`src/rtl/series_eval.sv`:
```
// Handshaked power-series evaluator: ln(1+x) or e^x summed over TERMS Taylor terms
// using one shared W x W multiplier, alternating power (MULX) and coefficient (MULC) steps.
module series_eval #(
   parameter int W     = 16,
   parameter int TERMS = 8
) (
   input  logic         clk,
   input  logic         rst,
   input  logic         start,
   input  logic         mode,
   input  logic [W-1:0] x,
   output logic         busy,
   output logic         done,
   output logic [W+1:0] result
);

   localparam int KW = $clog2(TERMS + 1);

   typedef enum logic [1:0] {
      IDLE,
      MULX,
      MULC,
      DONE
   } state_t;

   // Entry k-1 holds c_k as a Q0.W fraction; c_1 is 2^W-1 (just under 1.0) in both modes.
   function automatic logic [TERMS*W-1:0] coef_table(input logic exp_mode);
      logic [TERMS*W-1:0] tab;
      longint unsigned    one;
      longint unsigned    c;
      longint unsigned    kl;
      tab = '0;
      one = (64'd1 << W) - 64'd1;
      for (int k = 1; k <= TERMS; k++) begin
         kl = 64'(k);
         if (k == 1)
            c = one;
         else if (exp_mode)
            c = one / kl;
         else
            c = (one * (kl - 64'd1)) / kl;
         tab[(k-1)*W +: W] = c[W-1:0];
      end
      return tab;
   endfunction

   localparam logic [TERMS*W-1:0] LN_COEF  = coef_table(1'b0);
   localparam logic [TERMS*W-1:0] EXP_COEF = coef_table(1'b1);

   state_t          state;
   state_t          state_nxt;
   logic            accept;
   logic            mode_reg;
   logic [W-1:0]    x_reg;
   logic [W-1:0]    t_reg;
   logic [KW-1:0]   k;
   logic [W+1:0]    acc;
   logic [W-1:0]    coef;
   logic [W-1:0]    mul_b;
   logic [2*W-1:0]  product;
   logic [W-1:0]    p_hi;
   logic [W+1:0]    p_ext;
   logic            subtract;
   logic [W+1:0]    acc_nxt;
   logic            last_term;

   assign last_term = (k == KW'(TERMS));

   always_ff @(posedge clk or posedge rst) begin
      if (rst)
         state <= IDLE;
      else
         state <= state_nxt;
   end

   // NOTE: every output of a combinational block gets a default first, so no path can leave it unassigned and infer a latch.
   always_comb begin
      state_nxt = state;
      accept    = 1'b0;
      case (state)
         IDLE: begin
            if (start) begin
               accept    = 1'b1;
               state_nxt = MULX;
            end
         end
         MULX: state_nxt = MULC;
         MULC: state_nxt = last_term ? DONE : MULX;
         DONE: begin
            if (start) begin
               accept    = 1'b1;
               state_nxt = MULX;
            end else begin
               state_nxt = IDLE;
            end
         end
         default: state_nxt = IDLE;
      endcase
   end

   // Coefficient lookup: a constant mux indexed by the term counter.
   always_comb begin
      coef = '0;
      for (int i = 0; i < TERMS; i++) begin
         if (k == KW'(i + 1))
            coef = mode_reg ? EXP_COEF[i*W +: W] : LN_COEF[i*W +: W];
      end
   end

   assign mul_b    = (state == MULC) ? coef : x_reg;
   assign product  = {{W{1'b0}}, t_reg} * {{W{1'b0}}, mul_b};
   assign p_hi     = product[2*W-1:W];
   assign p_ext    = {2'b00, p_hi};
   // ln(1+x) alternates sign: even terms are subtracted.
   assign subtract = ~mode_reg & ~k[0];
   assign acc_nxt  = subtract ? (acc - p_ext) : (acc + p_ext);

   // NOTE: sequential state uses non-blocking assignments so every register samples pre-edge values.
   always_ff @(posedge clk or posedge rst) begin
      if (rst) begin
         x_reg    <= '0;
         mode_reg <= 1'b0;
         t_reg    <= '0;
         k        <= '0;
         acc      <= '0;
      end else if (accept) begin
         x_reg    <= x;
         mode_reg <= mode;
         t_reg    <= '1;
         k        <= KW'(1);
         acc      <= mode ? {2'b00, {W{1'b1}}} : '0;
      end else begin
         case (state)
            MULX: t_reg <= p_hi;
            MULC: begin
               t_reg <= p_hi;
               acc   <= acc_nxt;
               if (!last_term)
                  k <= k + KW'(1);
            end
            default: ;
         endcase
      end
   end

   assign busy   = (state == MULX) || (state == MULC);
   assign done   = (state == DONE);
   assign result = acc;

endmodule

```
`config.mk`:
```
export PLATFORM = sky130hd
export DESIGN_NAME = series_eval
export DESIGN_NICKNAME = d
export VERILOG_FILES = /design/src/rtl/series_eval.sv
export SDC_FILE = /design/constraint.sdc
export NUM_CORES = 1
export LEC_CHECK = 0
export ABC_AREA = 1
export CAP_MARGIN = 20
export CORE_ASPECT_RATIO = 1.25
export CORE_UTILIZATION = 65
export CTS_CLUSTER_DIAMETER = 40
export DETAILED_ROUTE_END_ITERATION = 16
export GPL_TIMING_DRIVEN = 0
export HOLD_SLACK_MARGIN = 0.05
export PLACE_DENSITY = 0.9
export REMOVE_ABC_BUFFERS = 1
export SLEW_MARGIN = 10
export SYNTH_ARGS = -nofsm -noshare
export SYNTH_HDL_FRONTEND = slang
export SYNTH_SLANG_ARGS = --single-unit
export TNS_END_PERCENT = 20
```
`constraint.sdc`:
```
create_clock -name clk -period 11.6 [get_ports clk]
set_input_delay 1.16 -clock clk [delete_from_list [all_inputs] [get_ports clk]]
set_output_delay 1.16 -clock clk [all_outputs]
set_load 0.02 [all_outputs]
```
# Word-level counts from Yosys, hierarchy flattened
# Index checks and enable logic that the tools add are counted.
dict set report totals {
  input_bits 20
  reg_bits 57
  wordCells 63
  out_inout_bits 20
}
dict set report classes {
  n_mul 1
  n_bitwise 3
  mux 30
  add_sub_neg 3
  reduce_logical 7
  n_eq_ne 13
}
# operator n
set ops {}
lappend ops {{two-way mux 16 bit} 18}
lappend ops {{two-way mux 18 bit} 3}
lappend ops {{multiplier 16 x 16 -> 32 bit} 1}
lappend ops {{adder 18 x 16 -> 18 bit} 1}
lappend ops {{subtractor 18 x 16 -> 18 bit} 1}
lappend ops {{equality test 4 x 3 -> 1 bit, second input constant} 4}
lappend ops {{two-way mux 4 bit} 3}
lappend ops {{equality test 4 x 2 -> 1 bit, second input constant} 2}
lappend ops {{one-hot mux 2 bit (4 select lines)} 1}
lappend ops {{adder 4 x 1 -> 4 bit, second input constant} 1}
lappend ops {{equality test 2 bit, second input constant} 2}
lappend ops {{equality test 4 x 1 -> 1 bit, second input constant} 1}
lappend ops {{equality test 4 bit, second input constant} 1}
lappend ops {{two-way mux 2 bit} 2}
lappend ops {{inequality test 2 bit, second input constant} 2}
lappend ops {{nonzero test 2 bit} 2}
lappend ops {{OR reduction 2 bit} 2}
lappend ops {{two-way mux 1 bit} 3}
lappend ops {{equality test 2 x 1 -> 1 bit, second input constant} 1}
lappend ops {{zero test 2 bit} 1}
lappend ops {{inverter 1 bit} 2}
lappend ops {{AND reduction 2 bit} 1}
lappend ops {{AND 1 bit} 1}
lappend ops {{logical OR 1 bit} 1}

# Depth between registers and ports, before layout
dict set report depth {
  ltp_word 15
  mapped_depth 56
}

# Worst setup path after synthesis
# OpenSTA, ideal clock, no wires.
dict set report synth_path {
  path_kind {reg-to-reg}
  from {register state[0]}
  to {register acc[17], in the netlist result[17]}
  t_required_ns 11.483
  t_arrival_ns 8.905
  period_less_slack_ns 9.022
  setup_time_ns 0.117
  path_stages_with_launch 50
  slack_ns 2.578
  path_cell_list {dfrtp_1 > inv_1 > ha_1 > clkbuf_2 > inv_1 > nor2_1 > inv_1 > a21oi_1 > nand2_1 > o21ai_1 > clkinv_1 > nand2_1 > fa_1 > fa_1 > inv_1 > fa_1 > fa_1 > fa_1 > (+14 left out) > nand2_1 > nand2_1 > a31oi_1 > o21ai_0 > inv_1 > o21a_1 > o21ai_0 > nand3_1 > nand2_1 > a21boi_0 > inv_1 > a21o_1 > xor2_1 > inv_1 > nand3_1 > nand2_1 > nand2_1 > nand2_1}
}
dict set report synth_between {
  elab_chain_len 7
}
# item line
set synth_rtl {}
lappend synth_rtl {{from (decl)} 50} ;# state_t state;
lappend synth_rtl {{from (signal assigned)} 73} ;# state <= state_nxt;
lappend synth_rtl {{equality test 2 bit} {110, 133}}
lappend synth_rtl {{two-way mux 16 bit} 110} ;# assign mul_b = (state == MULC) ? coef : x_reg;
lappend synth_rtl {{multiplier 16 x 16 -> 32 bit} 111} ;# assign product = {{W{1'b0}}, t_reg} * {{W{1'b0}}, mul_b};
lappend synth_rtl {{adder 18 x 16 -> 18 bit / subtractor 18 x 16 -> 18 bit (equally long branches)} 116} ;# assign acc_nxt = subtract ? (acc - p_ext) : (acc + p_ext);
lappend synth_rtl {{two-way mux 18 bit} 116}
lappend synth_rtl {{two-way mux 18 bit} 133} ;# case (state)
lappend synth_rtl {{two-way mux 18 bit} 126} ;# end else if (accept) begin
lappend synth_rtl {{to (signal assigned)} 131} ;# acc <= mode ? {2'b00, {W{1'b1}}} : '0;
lappend synth_rtl {{to (signal assigned)} 137} ;# acc <= acc_nxt;
lappend synth_rtl {{to (decl)} 57} ;# logic [W+1:0] acc;
# Parallel ways exist; a longest one is shown, timed or not. The select of a mux whose other input is x is not followed.
# A chain may end at the register's enable or synchronous reset.

# Worst setup path in the final report
# Same ends and word-level chain as after synthesis.

==> impl_results.md <==
* Status: completed
* Sink Count at 57
* Fill cell count at 1,388
* Post-route insts no fill at 1,893
* FMAX at 0.09149 GHz
* EDFF count, synth at 0
* Clock latency on the worst-skew pair at between 0.3 and 0.4 ns
* Unrepaired setup endpoints after global routing: false
* # port buffers at 39
* Worst path max stage delay at 0.58 ns
* Synth-to-layout area growth at 7.508%
* Cell Area, Synth at 12,420 um2
* HP Class: flop to flop
* CTS Root Cell: clkbuf_16
* DRC Markers at 0
* Mapped Cells at around 1,600
* FP Rows at 56
* Max Cap Viol at 0
* Routed wire length per instance at 18.38 um
* Final slew viol count at 0
* Yosys warning count at 0
* Num CTS Buffers at 9
* Min cycle time layout at between 10 and 15 ns
* Drt first-iter violations at 786
* DP Wirelength at 28,030 um
* DIE WIDTH at 125.6 um
* Async SR Flop Fraction at 100.0%
* CP endpoint kind: flop
* Seq/Total Area, Yosys at 11.49%
* First-pass GRT wire length at 56,610 um
* Slew of the pin with the lowest slew margin at 1.311 ns
* Clk slew on worst S/H paths at 0.06 ns
* Antenna violations before repair at 0
* TritonCTS clock tree: yes
* N_diodes at 0
* Max FFs per register at 18
* Critical path class: flop to flop
* Period utilisation layout at 94.23%
* Initial core utilization at 66.37%
* Crit path DAT at 11.16 ns
* I/O pin count at 40
* Most frequent cells in the layout: 352 x inv_1, 322 x nand2_1, 207 x nor2_1
* Synth area leader: fa_1
* Flops & latches, synth at 57
* Final net count at 1,997
* GRT Overall Usage at ~37%
* Critical path's slowest cell: fa_1
* Post-DRT Antenna Nets at 0
* Synth area leaders: fa_1 31%, ha_1 13%, dfrtp_1 11%
* Slew margin rel. at a little under an eighth
* GRT Residual Overflow at 0
* CP Max Fanout at 17
* Setup TNS at 0 ns
* Via count of the first global-routing pass at between 10,000 and 15,000
* Routed WL at 34,800 um
* Commonest non-fill, non-tap cell in the layout: inv_1
* Max clock buf depth at 2
* Dpl cells at between 1,500 and 2,000
* H-tree depth at 3
* Syn Area/Cell at around 7.6 um2
* Layout cells sized above 1 at under 10%
* Skew final at 0.01030 ns
* Via density per instance at 5.881
* Kind of start point of the critical path: flop
* Hold Fails Final Rpt at 0
* Synth cell types at 45
* Design area at 13,350 um2
* Yosys top cell area share at 31.28%
* Die ar. at 19,660 um2
* Vias at 11,132
* Die Y at 156.5 um
* Pin count of the biggest net entering global routing at 41
* Drt first pass iters at 6
* Dpl cell area at 13,000 um2
* Ys flop type: dfrtp_1
* CORE AREA at between 15,000 and 20,000 um2
* Placer Congestion at 0.9716
* Final setup viols at 0
* Post-CTS setup buffers at 0
* Worst Path Required at 11.83 ns
* Most Frequent Cell on Critical Path: inv_1
-- path summary, 6_finish.rpt --
| path | startpoint | to | slack (ns) | cells after the start |
|---|---|---|---|---|
| worst max-delay path | state[0]$_DFFE_PP0P_ | result[17]$_DFFE_PP0P_ | 0.67 | 48 |
| worst min-delay path | x_reg[9]$_DFFE_PP0P_ | x_reg[9]$_DFFE_PP0P_ | 0.47 | 2 |
| worst max register to register | state[0]$_DFFE_PP0P_ | result[17]$_DFFE_PP0P_ | 0.67 | 48 |
| worst min register to register | x_reg[9]$_DFFE_PP0P_ | x_reg[9]$_DFFE_PP0P_ | 0.47 | 2 |
| max in group asynchronous | rst | t_reg[6]$_DFFE_PP0P_ | 9.87 | 3 |
| min in group asynchronous | rst | state[0]$_DFFE_PP0P_ | 1.14 | 2 |
-- critical path, delay by kind of cell (launching register included) --
kind	cells	cell delay (ns)
AO/OA/AOI/OAI	11	2.64
XOR/XNOR	2	0.53
adder cells (fa/ha/maj)	10	4.10
buffers and inverters	12	1.60
flip-flops	1	0.42
AND/OR/NAND/NOR	13	1.53
-- cell usage after synthesis (8+ instances only) --
cell / n
nand3_2: 10
inv_1: 354
ha_1: 127
nand2_2: 13
nand3_1: 31
nand2_1: 322
o21ai_1: 12
a31oi_1: 15
nor3_1: 8
a21oi_1: 76
o21ai_0: 83
fa_1: 194
xor2_1: 17
clkbuf_1: 28
dfrtp_1: 57
nor2_1: 209
-- kinds of logic after synthesis --
group	count (synthesis)	synth area share, %
compound gates	212	9.362
xor+xnor	26	2.167
fa+ha+maj	321	44.08
buf+inv	402	12.24
flops	57	11.49
simple gates	620	20.66
-- routing by layer --
metal  global-route usage (%)  wire, um  vias up
met1                    41.80     12170     5368
met4                    24.27      2509        0
met2                    66.59     17560      557
li1                         -         -     5014
met3                    5.504      2556      193
met5                        0         0        -
-- area by class of cell --
type	instances	area, um2	share of cell area (%)
multi-input combinational	1179	9508	71.23
sequential	57	1426	10.69
inverter	364	1368	10.25
timing repair buffer	45	447.9	3.356
tap	232	290.3	2.175
clock buffer	12	256.5	1.922
clock inverter	4	51.30	0.3843
-- repair_timing --
| item | CTS | global route |
|---|---|---|
| gates cloned | 0 | 0 |
| resized for setup | 1 | 7 |
| setup endpoints to repair | 1 | 8 |
| hold buffers | 0 | 0 |
-- per-stage QoR --
| stage | hold slack (ns) | util [%] | setup WS [ns] |
|---|---|---|---|
| 2_1_floorplan | 0.4345 | - | 2.353 |
| 3_3_place_gp | 0.4512 | 69.18 | 0.2805 |
| 3_5_place_dp | 0.4612 | 69.51 | 0.08862 |
| 4_1_cts | 0.4743 | 71.16 | 0.05498 |
| 5_1_grt | 0.4986 | 71.35 | 0.04696 |
| 6_report | 0.4675 | 71.35 | 0.6697 |
Power is not shown: default switching activity piles up to over one toggle a cycle in this logic, so the estimate is an artifact.
